[config.mk]
export PLATFORM = sky130hd
export DESIGN_NAME = alu_control_seq_flat
export DESIGN_NICKNAME = d
export VERILOG_FILES = /design/src/rtl/alu_control_seq_if.sv /design/src/rtl/alu_control_seq.sv /design/src/flat_wrapper.sv
export SDC_FILE = /design/constraint.sdc
export NUM_CORES = 1
export LEC_CHECK = 0
export ABC_AREA = 0
export BUFFER_PORTS_ARGS = -buffer_cell sky130_fd_sc_hd__buf_2
export CORE_MARGIN = 1
export CORE_UTILIZATION = 46
export DETAILED_ROUTE_END_ITERATION = 10
export GPL_TIMING_DRIVEN = 0
export PLACE_DENSITY = 0.74
export SETUP_SLACK_MARGIN = 0.15
export SKIP_LAST_GASP = 1
export SLEW_MARGIN = 20
export SYNTH_ARGS = -nofsm -noshare
export SYNTH_HDL_FRONTEND = slang
export SYNTH_SLANG_ARGS = --single-unit
[constraint.sdc]
create_clock -name clk -period 0.9 [get_ports clk]
set_clock_uncertainty 0.05 [all_clocks]
set_input_delay 0.18 -clock clk [delete_from_list [all_inputs] [get_ports clk]]
set_output_delay 0.18 -clock clk [all_outputs]
set_load 0.02 [all_outputs]
[src/rtl/alu_control_seq_if.sv]
// Request/response bundle between the control unit and alu_control_seq.
// Port names keep the _i/_o direction suffixes as seen from the decoder.
interface alu_control_seq_if #(
    parameter int unsigned OP_WIDTH = 5
);
    logic                valid_i;
    logic                flush_i;
    logic                stall_i;
    logic [6:0]          funct7_i;
    logic [2:0]          ALU_Op_i;
    logic [2:0]          funct3_i;
    logic [OP_WIDTH-1:0] ALU_Operation_o;
    logic                valid_o;
    logic                illegal_o;
    logic                ready_o;
    logic                busy_o;
    logic                done_o;

    modport master (
        output valid_i, flush_i, stall_i, funct7_i, ALU_Op_i, funct3_i,
        input  ALU_Operation_o, valid_o, illegal_o, ready_o, busy_o, done_o
    );

    modport slave (
        input  valid_i, flush_i, stall_i, funct7_i, ALU_Op_i, funct3_i,
        output ALU_Operation_o, valid_o, illegal_o, ready_o, busy_o, done_o
    );
endinterface

[src/rtl/alu_control_seq.sv]
// Registered ALU operation decoder with a multiply/divide busy sequencer.
// Define ALU_CONTROL_MEXT_EN to decode the M extension and build the sequencer.
module alu_control_seq #(
    parameter int unsigned OP_WIDTH       = 5,
    parameter int unsigned MULDIV_LATENCY = 4
) (
    input logic              clk,
    input logic              reset,
    alu_control_seq_if.slave bus
);

    if (OP_WIDTH < 5 || OP_WIDTH > 8) begin : g_bad_op_width
        $error("OP_WIDTH must be within 5..8");
    end
    if (MULDIV_LATENCY < 1 || MULDIV_LATENCY > 16) begin : g_bad_latency
        $error("MULDIV_LATENCY must be within 1..16");
    end

    localparam logic [4:0] OpAdd  = 5'd0;
    localparam logic [4:0] OpSub  = 5'd1;
    localparam logic [4:0] OpAnd  = 5'd2;
    localparam logic [4:0] OpOr   = 5'd3;
    localparam logic [4:0] OpXor  = 5'd4;
    localparam logic [4:0] OpSll  = 5'd5;
    localparam logic [4:0] OpSrl  = 5'd6;
    localparam logic [4:0] OpLui  = 5'd7;
    localparam logic [4:0] OpBeq  = 5'd8;
    localparam logic [4:0] OpBne  = 5'd9;
    localparam logic [4:0] OpSra  = 5'd10;
    localparam logic [4:0] OpSlt  = 5'd11;
    localparam logic [4:0] OpSltu = 5'd12;
    localparam logic [4:0] OpBlt  = 5'd13;
    localparam logic [4:0] OpBge  = 5'd14;
    localparam logic [4:0] OpBltu = 5'd15;
    localparam logic [4:0] OpBgeu = 5'd16;

    localparam logic [6:0] F7Base = 7'b0000000;
    localparam logic [6:0] F7Alt  = 7'b0100000;

`ifdef ALU_CONTROL_MEXT_EN
    localparam logic [4:0] OpMul    = 5'd17;
    localparam logic [6:0] F7MulDiv = 7'b0000001;
`endif

    logic [4:0]          dec_code;
    logic                dec_illegal;
    logic                ready;
    logic                accept;
    logic                busy;
    logic                done;
    logic [OP_WIDTH-1:0] op_q;
    logic                valid_q;
    logic                illegal_q;

    always_comb begin
        dec_code    = OpAdd;
        dec_illegal = 1'b0;
        case (bus.ALU_Op_i)
            3'b000: begin
                case (bus.funct7_i)
                    F7Base: begin
                        case (bus.funct3_i)
                            3'b000:  dec_code = OpAdd;
                            3'b001:  dec_code = OpSll;
                            3'b010:  dec_code = OpSlt;
                            3'b011:  dec_code = OpSltu;
                            3'b100:  dec_code = OpXor;
                            3'b101:  dec_code = OpSrl;
                            3'b110:  dec_code = OpOr;
                            default: dec_code = OpAnd;
                        endcase
                    end
                    F7Alt: begin
                        if (bus.funct3_i == 3'b000) begin
                            dec_code = OpSub;
                        end else if (bus.funct3_i == 3'b101) begin
                            dec_code = OpSra;
                        end else begin
                            dec_illegal = 1'b1;
                        end
                    end
`ifdef ALU_CONTROL_MEXT_EN
                    F7MulDiv: dec_code = OpMul + 5'(bus.funct3_i);
`endif
                    default: dec_illegal = 1'b1;
                endcase
            end
            3'b001: begin
                // Immediate forms: funct7 only qualifies the shifts
                case (bus.funct3_i)
                    3'b000: dec_code = OpAdd;
                    3'b001: begin
                        if (bus.funct7_i == F7Base) dec_code = OpSll;
                        else                        dec_illegal = 1'b1;
                    end
                    3'b010: dec_code = OpSlt;
                    3'b011: dec_code = OpSltu;
                    3'b100: dec_code = OpXor;
                    3'b101: begin
                        if (bus.funct7_i == F7Base)     dec_code = OpSrl;
                        else if (bus.funct7_i == F7Alt) dec_code = OpSra;
                        else                            dec_illegal = 1'b1;
                    end
                    3'b110:  dec_code = OpOr;
                    default: dec_code = OpAnd;
                endcase
            end
            3'b010: dec_code = OpLui;
            3'b011: begin
                case (bus.funct3_i)
                    3'b000:  dec_code = OpBeq;
                    3'b001:  dec_code = OpBne;
                    3'b100:  dec_code = OpBlt;
                    3'b101:  dec_code = OpBge;
                    3'b110:  dec_code = OpBltu;
                    3'b111:  dec_code = OpBgeu;
                    default: dec_illegal = 1'b1;
                endcase
            end
            3'b100:  dec_code = OpAdd;
            default: dec_illegal = 1'b1;
        endcase
        if (dec_illegal) begin
            dec_code = OpAdd;
        end
    end

    assign ready  = !busy && !bus.stall_i;
    assign accept = bus.valid_i && ready && !bus.flush_i;

    // Flush overrides stall; a stall freezes everything, including valid_o.
    always_ff @(posedge clk or posedge reset) begin
        if (reset) begin
            op_q      <= '0;
            valid_q   <= 1'b0;
            illegal_q <= 1'b0;
        end else if (bus.flush_i) begin
            valid_q   <= 1'b0;
            illegal_q <= 1'b0;
        end else if (!bus.stall_i) begin
            valid_q   <= accept;
            illegal_q <= accept && dec_illegal;
            if (accept) begin
                op_q <= OP_WIDTH'(dec_code);
            end
        end
    end

`ifdef ALU_CONTROL_MEXT_EN
    localparam int unsigned          CntWidth = $clog2(MULDIV_LATENCY + 1);
    localparam logic [CntWidth-1:0] CntLoad  = CntWidth'(MULDIV_LATENCY - 1);

    typedef enum logic [0:0] {StIdle, StBusy} state_e;

    state_e              state_q, state_d;
    logic [CntWidth-1:0] cnt_q, cnt_d;
    logic                is_muldiv;

    assign is_muldiv = (dec_code >= OpMul);

    always_ff @(posedge clk or posedge reset) begin
        if (reset) begin
            state_q <= StIdle;
            cnt_q   <= '0;
        end else begin
            state_q <= state_d;
            cnt_q   <= cnt_d;
        end
    end

    // done only fires on an unstalled cycle, so a stall delays the pulse
    always_comb begin
        state_d = state_q;
        cnt_d   = cnt_q;
        done    = 1'b0;
        if (bus.flush_i) begin
            state_d = StIdle;
            cnt_d   = '0;
        end else if (!bus.stall_i) begin
            unique case (state_q)
                StIdle: begin
                    if (accept && is_muldiv) begin
                        state_d = StBusy;
                        cnt_d   = CntLoad;
                    end
                end
                StBusy: begin
                    if (cnt_q == '0) begin
                        done    = 1'b1;
                        state_d = StIdle;
                    end else begin
                        cnt_d = cnt_q - CntWidth'(1);
                    end
                end
                default: state_d = StIdle;
            endcase
        end
    end

    assign busy = (state_q == StBusy);
`else
    assign busy = 1'b0;
    assign done = 1'b0;
`endif

    assign bus.ALU_Operation_o = op_q;
    assign bus.valid_o         = valid_q;
    assign bus.illegal_o       = illegal_q;
    assign bus.ready_o         = ready;
    assign bus.busy_o          = busy;
    assign bus.done_o          = done;

endmodule

[src/flat_wrapper.sv]
// flat-port wrapper written by rule: the top's interface ports become plain ports
module alu_control_seq_flat 
#(
    parameter int unsigned OP_WIDTH       = 5,
    parameter int unsigned MULDIV_LATENCY = 4
)
  (clk, reset, bus_valid_i, bus_flush_i, bus_stall_i, bus_funct7_i, bus_ALU_Op_i, bus_funct3_i, bus_ALU_Operation_o, bus_valid_o, bus_illegal_o, bus_ready_o, bus_busy_o, bus_done_o);
  alu_control_seq_if #(.OP_WIDTH(OP_WIDTH)) bus_i ();
  input logic clk;
  input logic reset;
  input wire logic [$bits(bus_i.valid_i)-1:0] bus_valid_i;
  input wire logic [$bits(bus_i.flush_i)-1:0] bus_flush_i;
  input wire logic [$bits(bus_i.stall_i)-1:0] bus_stall_i;
  input wire logic [$bits(bus_i.funct7_i)-1:0] bus_funct7_i;
  input wire logic [$bits(bus_i.ALU_Op_i)-1:0] bus_ALU_Op_i;
  input wire logic [$bits(bus_i.funct3_i)-1:0] bus_funct3_i;
  output wire logic [$bits(bus_i.ALU_Operation_o)-1:0] bus_ALU_Operation_o;
  output wire logic [$bits(bus_i.valid_o)-1:0] bus_valid_o;
  output wire logic [$bits(bus_i.illegal_o)-1:0] bus_illegal_o;
  output wire logic [$bits(bus_i.ready_o)-1:0] bus_ready_o;
  output wire logic [$bits(bus_i.busy_o)-1:0] bus_busy_o;
  output wire logic [$bits(bus_i.done_o)-1:0] bus_done_o;
  assign bus_i.valid_i = bus_valid_i;
  assign bus_i.flush_i = bus_flush_i;
  assign bus_i.stall_i = bus_stall_i;
  assign bus_i.funct7_i = bus_funct7_i;
  assign bus_i.ALU_Op_i = bus_ALU_Op_i;
  assign bus_i.funct3_i = bus_funct3_i;
  assign bus_ALU_Operation_o = bus_i.ALU_Operation_o;
  assign bus_valid_o = bus_i.valid_o;
  assign bus_illegal_o = bus_i.illegal_o;
  assign bus_ready_o = bus_i.ready_o;
  assign bus_busy_o = bus_i.busy_o;
  assign bus_done_o = bus_i.done_o;
  alu_control_seq #(.OP_WIDTH(OP_WIDTH), .MULDIV_LATENCY(MULDIV_LATENCY)) u_core (.clk(clk), .reset(reset), .bus(bus_i));
endmodule
# [Yosys cells after proc, flatten, opt, wreduce, memory -nomap -nowiden]
# Index checks and enable logic that the tools add are counted.
[word_totals] reg_bits=7 out_inout_bits=10 inputBits=18 elab_cells=53
[classes] muxes=24 n_reduce_logical=11 eq_ne=13 bitwise_logic=2
[op_table] op="one-hot mux 5 bit (7 select lines)" n=1
[op_table] op="one-hot mux 5 bit (6 select lines)" n=1
[op_table] op="one-hot mux 4 bit (7 select lines)" n=1
[op_table] op="one-hot mux 5 bit (4 select lines)" n=1
[op_table] op="== test 3 bit (second input constant)" n=5
[op_table] op="two-way mux 5 bit" n=3
[op_table] op="== test 3 x 2 -> 1 bit (second input constant)" n=4
[op_table] op="two-way mux 1 bit" n=10
[op_table] op="one-hot mux 5 bit (2 select lines)" n=1
[op_table] op="two-way mux 4 bit" n=2
[op_table] op="== test 7 x 6 -> 1 bit (second input constant)" n=1
[op_table] op="zero test 7 bit" n=1
[op_table] op="== test 3 x 1 -> 1 bit (second input constant)" n=2
[op_table] op="zero test 3 bit" n=2
[op_table] op="OR reduction 6 bit" n=1
[op_table] op="one-hot mux 1 bit (2 select lines)" n=2
[op_table] op="one-hot mux 1 bit (4 select lines)" n=1
[op_table] op="logical AND 1 bit" n=3
[op_table] op="two-way mux 3 bit" n=1
[op_table] op="AND reduction 3 bit" n=1
[op_table] op="zero test 1 bit" n=2
[op_table] op="inequality test 2 bit (second input constant)" n=1
[op_table] op="NOT 1 bit" n=2
[op_table] op="OR reduction 2 bit" n=1

# [Depth between registers and ports, before layout]
[logic_depth] ltp_word=8 depth_mapped=6 mapped_depth_nobuf=5

# [Worst setup path after synthesis]
# OpenSTA, ideal clock, no wires.
[synth_path] path_kind="input port to flip-flop" startpoint="input port bus_funct3_i[0]" endpoint="register u_core.op_q[2], in the netlist u_core.bus.ALU_Operation_o[2]" required_time_ps=764 n_path_buf=1 setup_time_ps=86 stages=6 setup_slack_ps=-289 t_arrival_ps=1053 cell_sequence="buf_6 -> nor2b_4 -> a21o_1 -> a31oi_4 -> o211ai_2 -> a32oi_1"
[synth_between] elab_chain_len=6 word_cells_on_any_way=22 classes_between="7 x eq/ne; 13 x mux; 2 x reduce/logical"
[synth_rtl] element="start: declaration" line_no="flat_wrapper.sv:16" rtl="input wire logic [$bits(bus_i.funct3_i)-1:0] bus_funct3_i;"
[synth_rtl] element="== test 3 bit"
[synth_rtl] element="two-way mux 1 bit" line_no="alu_control_seq.sv:76" rtl="end else if (bus.funct3_i == 3'b101) begin"
[synth_rtl] element="two-way mux 1 bit" line_no="alu_control_seq.sv:74" rtl="if (bus.funct3_i == 3'b000) begin"
[synth_rtl] element="one-hot mux 1 bit (2 select lines)" line_no="alu_control_seq.sv:60" rtl="case (bus.funct7_i)"
[synth_rtl] element="one-hot mux 1 bit (4 select lines)" line_no="alu_control_seq.sv:58" rtl="case (bus.ALU_Op_i)"
[synth_rtl] element="two-way mux 5 bit (*)" line_no="alu_control_seq.sv:123" rtl="if (dec_illegal) begin"
[synth_rtl] element="end signal: assignment" line_no="alu_control_seq.sv:144" rtl="op_q <= OP_WIDTH'(dec_code);"
[synth_rtl] element="end: declaration" line_no="alu_control_seq.sv:51" rtl="logic [OP_WIDTH-1:0] op_q;"
# Every way passes the cells marked *; elsewhere a longest branch is shown, timed or not.
# A chain may end at the register's enable or synchronous reset.

# [Worst setup path in the final report]
[layout_path] startpoint="input port bus_funct3_i[1]" endpoint="register u_core.op_q[1], in the netlist u_core.bus.ALU_Operation_o[1]"
[layout_between] elab_chain_len=6 word_cells_on_any_way=23 classes_between="7 x eq/ne; 14 x mux; 2 x reduce/logical"
[layout_rtl] element="== test 3 bit"
[layout_rtl] element="two-way mux 4 bit or two-way mux 1 bit (tied branches)" line_no="alu_control_seq.sv:76"
[layout_rtl] element="two-way mux 5 bit or two-way mux 1 bit (tied branches)" line_no="alu_control_seq.sv:74"
[layout_rtl] element="one-hot mux 5 bit (2 select lines) or one-hot mux 1 bit (2 select lines) (tied branches)" line_no="alu_control_seq.sv:60"
[layout_rtl] element="one-hot mux 5 bit (4 select lines) or one-hot mux 1 bit (4 select lines) (tied branches)" line_no="alu_control_seq.sv:58"
[layout_rtl] element="two-way mux 5 bit (*)" line_no="alu_control_seq.sv:123"
# Marked as above.

==> reports/results.ini <==
[outcome]
violations = negative setup slack
status = complete, but fails checks

[cts]
clock_path_buffers = 2
clock_sinks = 7
clock_latency_ns = 0.27
cts_root_buffer = clkbuf_4
numCtsBuffers = 3
cts_max_level = 1
cts_tree = yes
clk_pin_slew_ns = 0.06

[place]
io_buffers = 20
place_area_um2 = 917.1
hpwl_um = 1338
place_inst = 128
preCtsSetupSlack_ns = -0.4712
gp_congestion = 0.8619

[synth]
synthTopCellsByArea = dfrtp_1 26%, nand2_1 7.1%, nor2_1 5.5%
ys_async_sr_fraction = 1.000
ys_warn_count = 0
synth_cell_types = 40
synth_top_area_share = 0.2555
yosysSeqAreaShare = 0.2555
syn_area_per_cell_um2 = 7.453
syn_inst = 92
ys_seq_elements = 7
synth-edff-count = 0
synthesis.area_um2 = 685.7
synth_top_area_cell = dfrtp_1
ys.flop_type = dfrtp_1

[route]
drt.antenna.violating_nets = 0
drc = 0
num_vias = 922
routed_via_density = 6.403
post_drt_wl_per_cell_um = 17.94
drt_iter0_drc = 56
drt_wl_total_um = 2584
drt_pre_antenna_iters = 4

[global_routing]
grt_first_pass_wirelength_um = 2973
antenna_found_initial = 0
gr-total-overflow = 0
first_global_vias = 703
track_usage = 0.2738
grt_max_degree = 11

[floorplanning]
die_w_um = 40.61
coreArea_mm2 = 0.001350
die-area_mm2 = 0.001649
rows = 13
ios = 28
start_util = 0.5079
dieHeight_um = 40.61

[critical_path]
cp.required_ns = 1.05
worst_setup_path_end_kind = register
critPathSlowestCell = a21boi_0
path_class = in -> reg
crit_chain = buf_12, nor2b_4, buf_4, nand2_1, a21boi_0, nor3_2, o21ai_1
critPathArrivalTime_ns = 1.22
slowest_delay_ns = 0.33
cp_max_fo = 9
path_buf_inv = 2
cp_top_family = compound AO/OA/AOI/OAI gates
startpoint_type = primary input

[sta]
fin_crit_ns = 1.080
hold_viol = 0
drv_slew = 0
fin_ws_ns = -0.1797
setup_viol = 13
rsz0062_at_grt = yes
fin_crit_sh = 1.200
timing.fmax_mhz = 926.2

[power]
ir_worst_vdd_v = 0.0007923
leakage_uw = 0.0005283
power.density_mw_per_mm2 = 964.3
p_total_uw = 1150

[worst_hold_path]
worstHoldPathType = in -> reg

[final_layout]
multiInputGateArea_um2 = 569.3
fin_util = 0.8832
final_cell_area_mm2 = 0.001192
insertedDiodeCount = 0
layout.cells.non_filler = 144
seq_area_um2 = 176.4
drive_above_1_share = 0.5426
fin_nets = 148
nFillCells = 64
area_delta_synth_final_pct = 73.90

[flow_run]
cap_violations = 0

flip-flops by register name, indices dropped and copies added (netlist names):
signal / cells
u_core.bus.valid_o: 1
u_core.bus.ALU_Operation_o: 5
u_core.bus.illegal_o: 1
cells in the mapped netlist (2+ instances only):
library cell   n
nor4_1         4
nand3_1        2
a21oi_1        3
dfrtp_1        7
nand2b_1       3
o21ai_0        3
nand2_1       13
inv_2          2
buf_4          4
nor3_1         3
nor2_1        10
inv_1          3
buf_2          4
o21ai_1        4
nor2b_1        2
power breakdown:
group	switching [uW]	total, uW	internal, uW
clock network	156	328	172
logic	249	475	226
registers	14.5	347	333
layer usage:
layer  up-vias  track usage  part of all wire
li1        401            -                 -
met1       438       0.3535              0.38
met2        71       0.4603              0.50
met3        12      0.07778             0.090
met4         0      0.03333             0.032
met5         -            0                 0
metrics by stage:
stage               TNS, ns  hold WS [ns]
floorplan            -1.032      -0.06667
global route         -2.116       0.04196
detailed placement   -2.024       0.06906
finish               -1.612       0.03956
CTS                  -1.249       0.05584
global placement     -2.015       0.06640
layout by cell type (no fill, tap or decap), types with 2 or more instances in the layout:
| master | count |
|---|---|
| buf_12 | 2 |
| o21ai_0 | 2 |
| nand2b_1 | 2 |
| nor2_1 | 9 |
| conb_1 | 2 |
| dfrtp_1 | 6 |
| o21ai_2 | 2 |
| clkbuf_4 | 3 |
| o21ai_1 | 3 |
| inv_2 | 2 |
| a21oi_1 | 2 |
| nor4_4 | 2 |
| nor2b_1 | 2 |
| buf_4 | 13 |
| nand2_2 | 2 |
| nor3_2 | 2 |
| buf_2 | 9 |
| nor4_1 | 2 |
| nor2b_4 | 2 |
| nand2_1 | 10 |
| buf_6 | 15 |
logic make-up (layout without fill, tap and decap cells):
group                      Yosys count  in the layout  synth area share
muxes                                1              1           0.01460
other                                1              2          0.005469
DFF                                  7              7            0.2555
adders and majority gates            1              1           0.01460
and+or+nand+nor                     42             42            0.3066
buffers and inverters               14             50            0.1168
AOI/OAI and AO/OA                   26             26            0.2865
timing repair:
action | CTS | global route
gates resized for setup | 29 | 9
setup buffers | 6 | 4
hold endpoints to repair | 7 | 0
endpoints found under the setup margin | 12 | 16
hold buffers | 1 | 0
gates cloned | 1 | 0
pin swaps | 8 | 4
worst register-to-register path, delay by kind of cell (launching register included):
kind	cells	cell delay (ns)
AOI/OAI and AO/OA	1	0.08
DFF	1	0.41
buffers and inverters	2	0.23
and+or+nand+nor	1	0.06
worst paths after layout:
path,cells after the start,slack (ns),from,end
setup / recovery,7,-0.18,bus_funct3_i[1],u_core.bus.ALU_Operation_o[1]$_DFFE_PP0P_
hold reg to reg,2,0.51,u_core.bus.ALU_Operation_o[0]$_DFFE_PP0P_,u_core.bus.ALU_Operation_o[0]$_DFFE_PP0P_
hold / removal,2,0.04,bus_flush_i,u_core.bus.valid_o$_DFFE_PP0P_
min in group asynchronous,3,0.33,reset,u_core.bus.ALU_Operation_o[0]$_DFFE_PP0P_
max in group asynchronous,3,0.30,reset,u_core.bus.valid_o$_DFFE_PP0P_
setup reg to reg,4,-0.05,u_core.bus.ALU_Operation_o[4]$_DFFE_PP0P_,u_core.bus.ALU_Operation_o[4]$_DFFE_PP0P_
layout make-up:
cell class,count,share of cell area
Sequential cell,7,0.1480
Tap cell,15,0.01574
Clock buffer,4,0.02204
Multi-Input combinational cell,72,0.4774
Timing Repair Buffer,32,0.2225
Buffer,9,0.09339
Inverter,5,0.02099
Note: power is estimated with default switching activity, not from simulation.
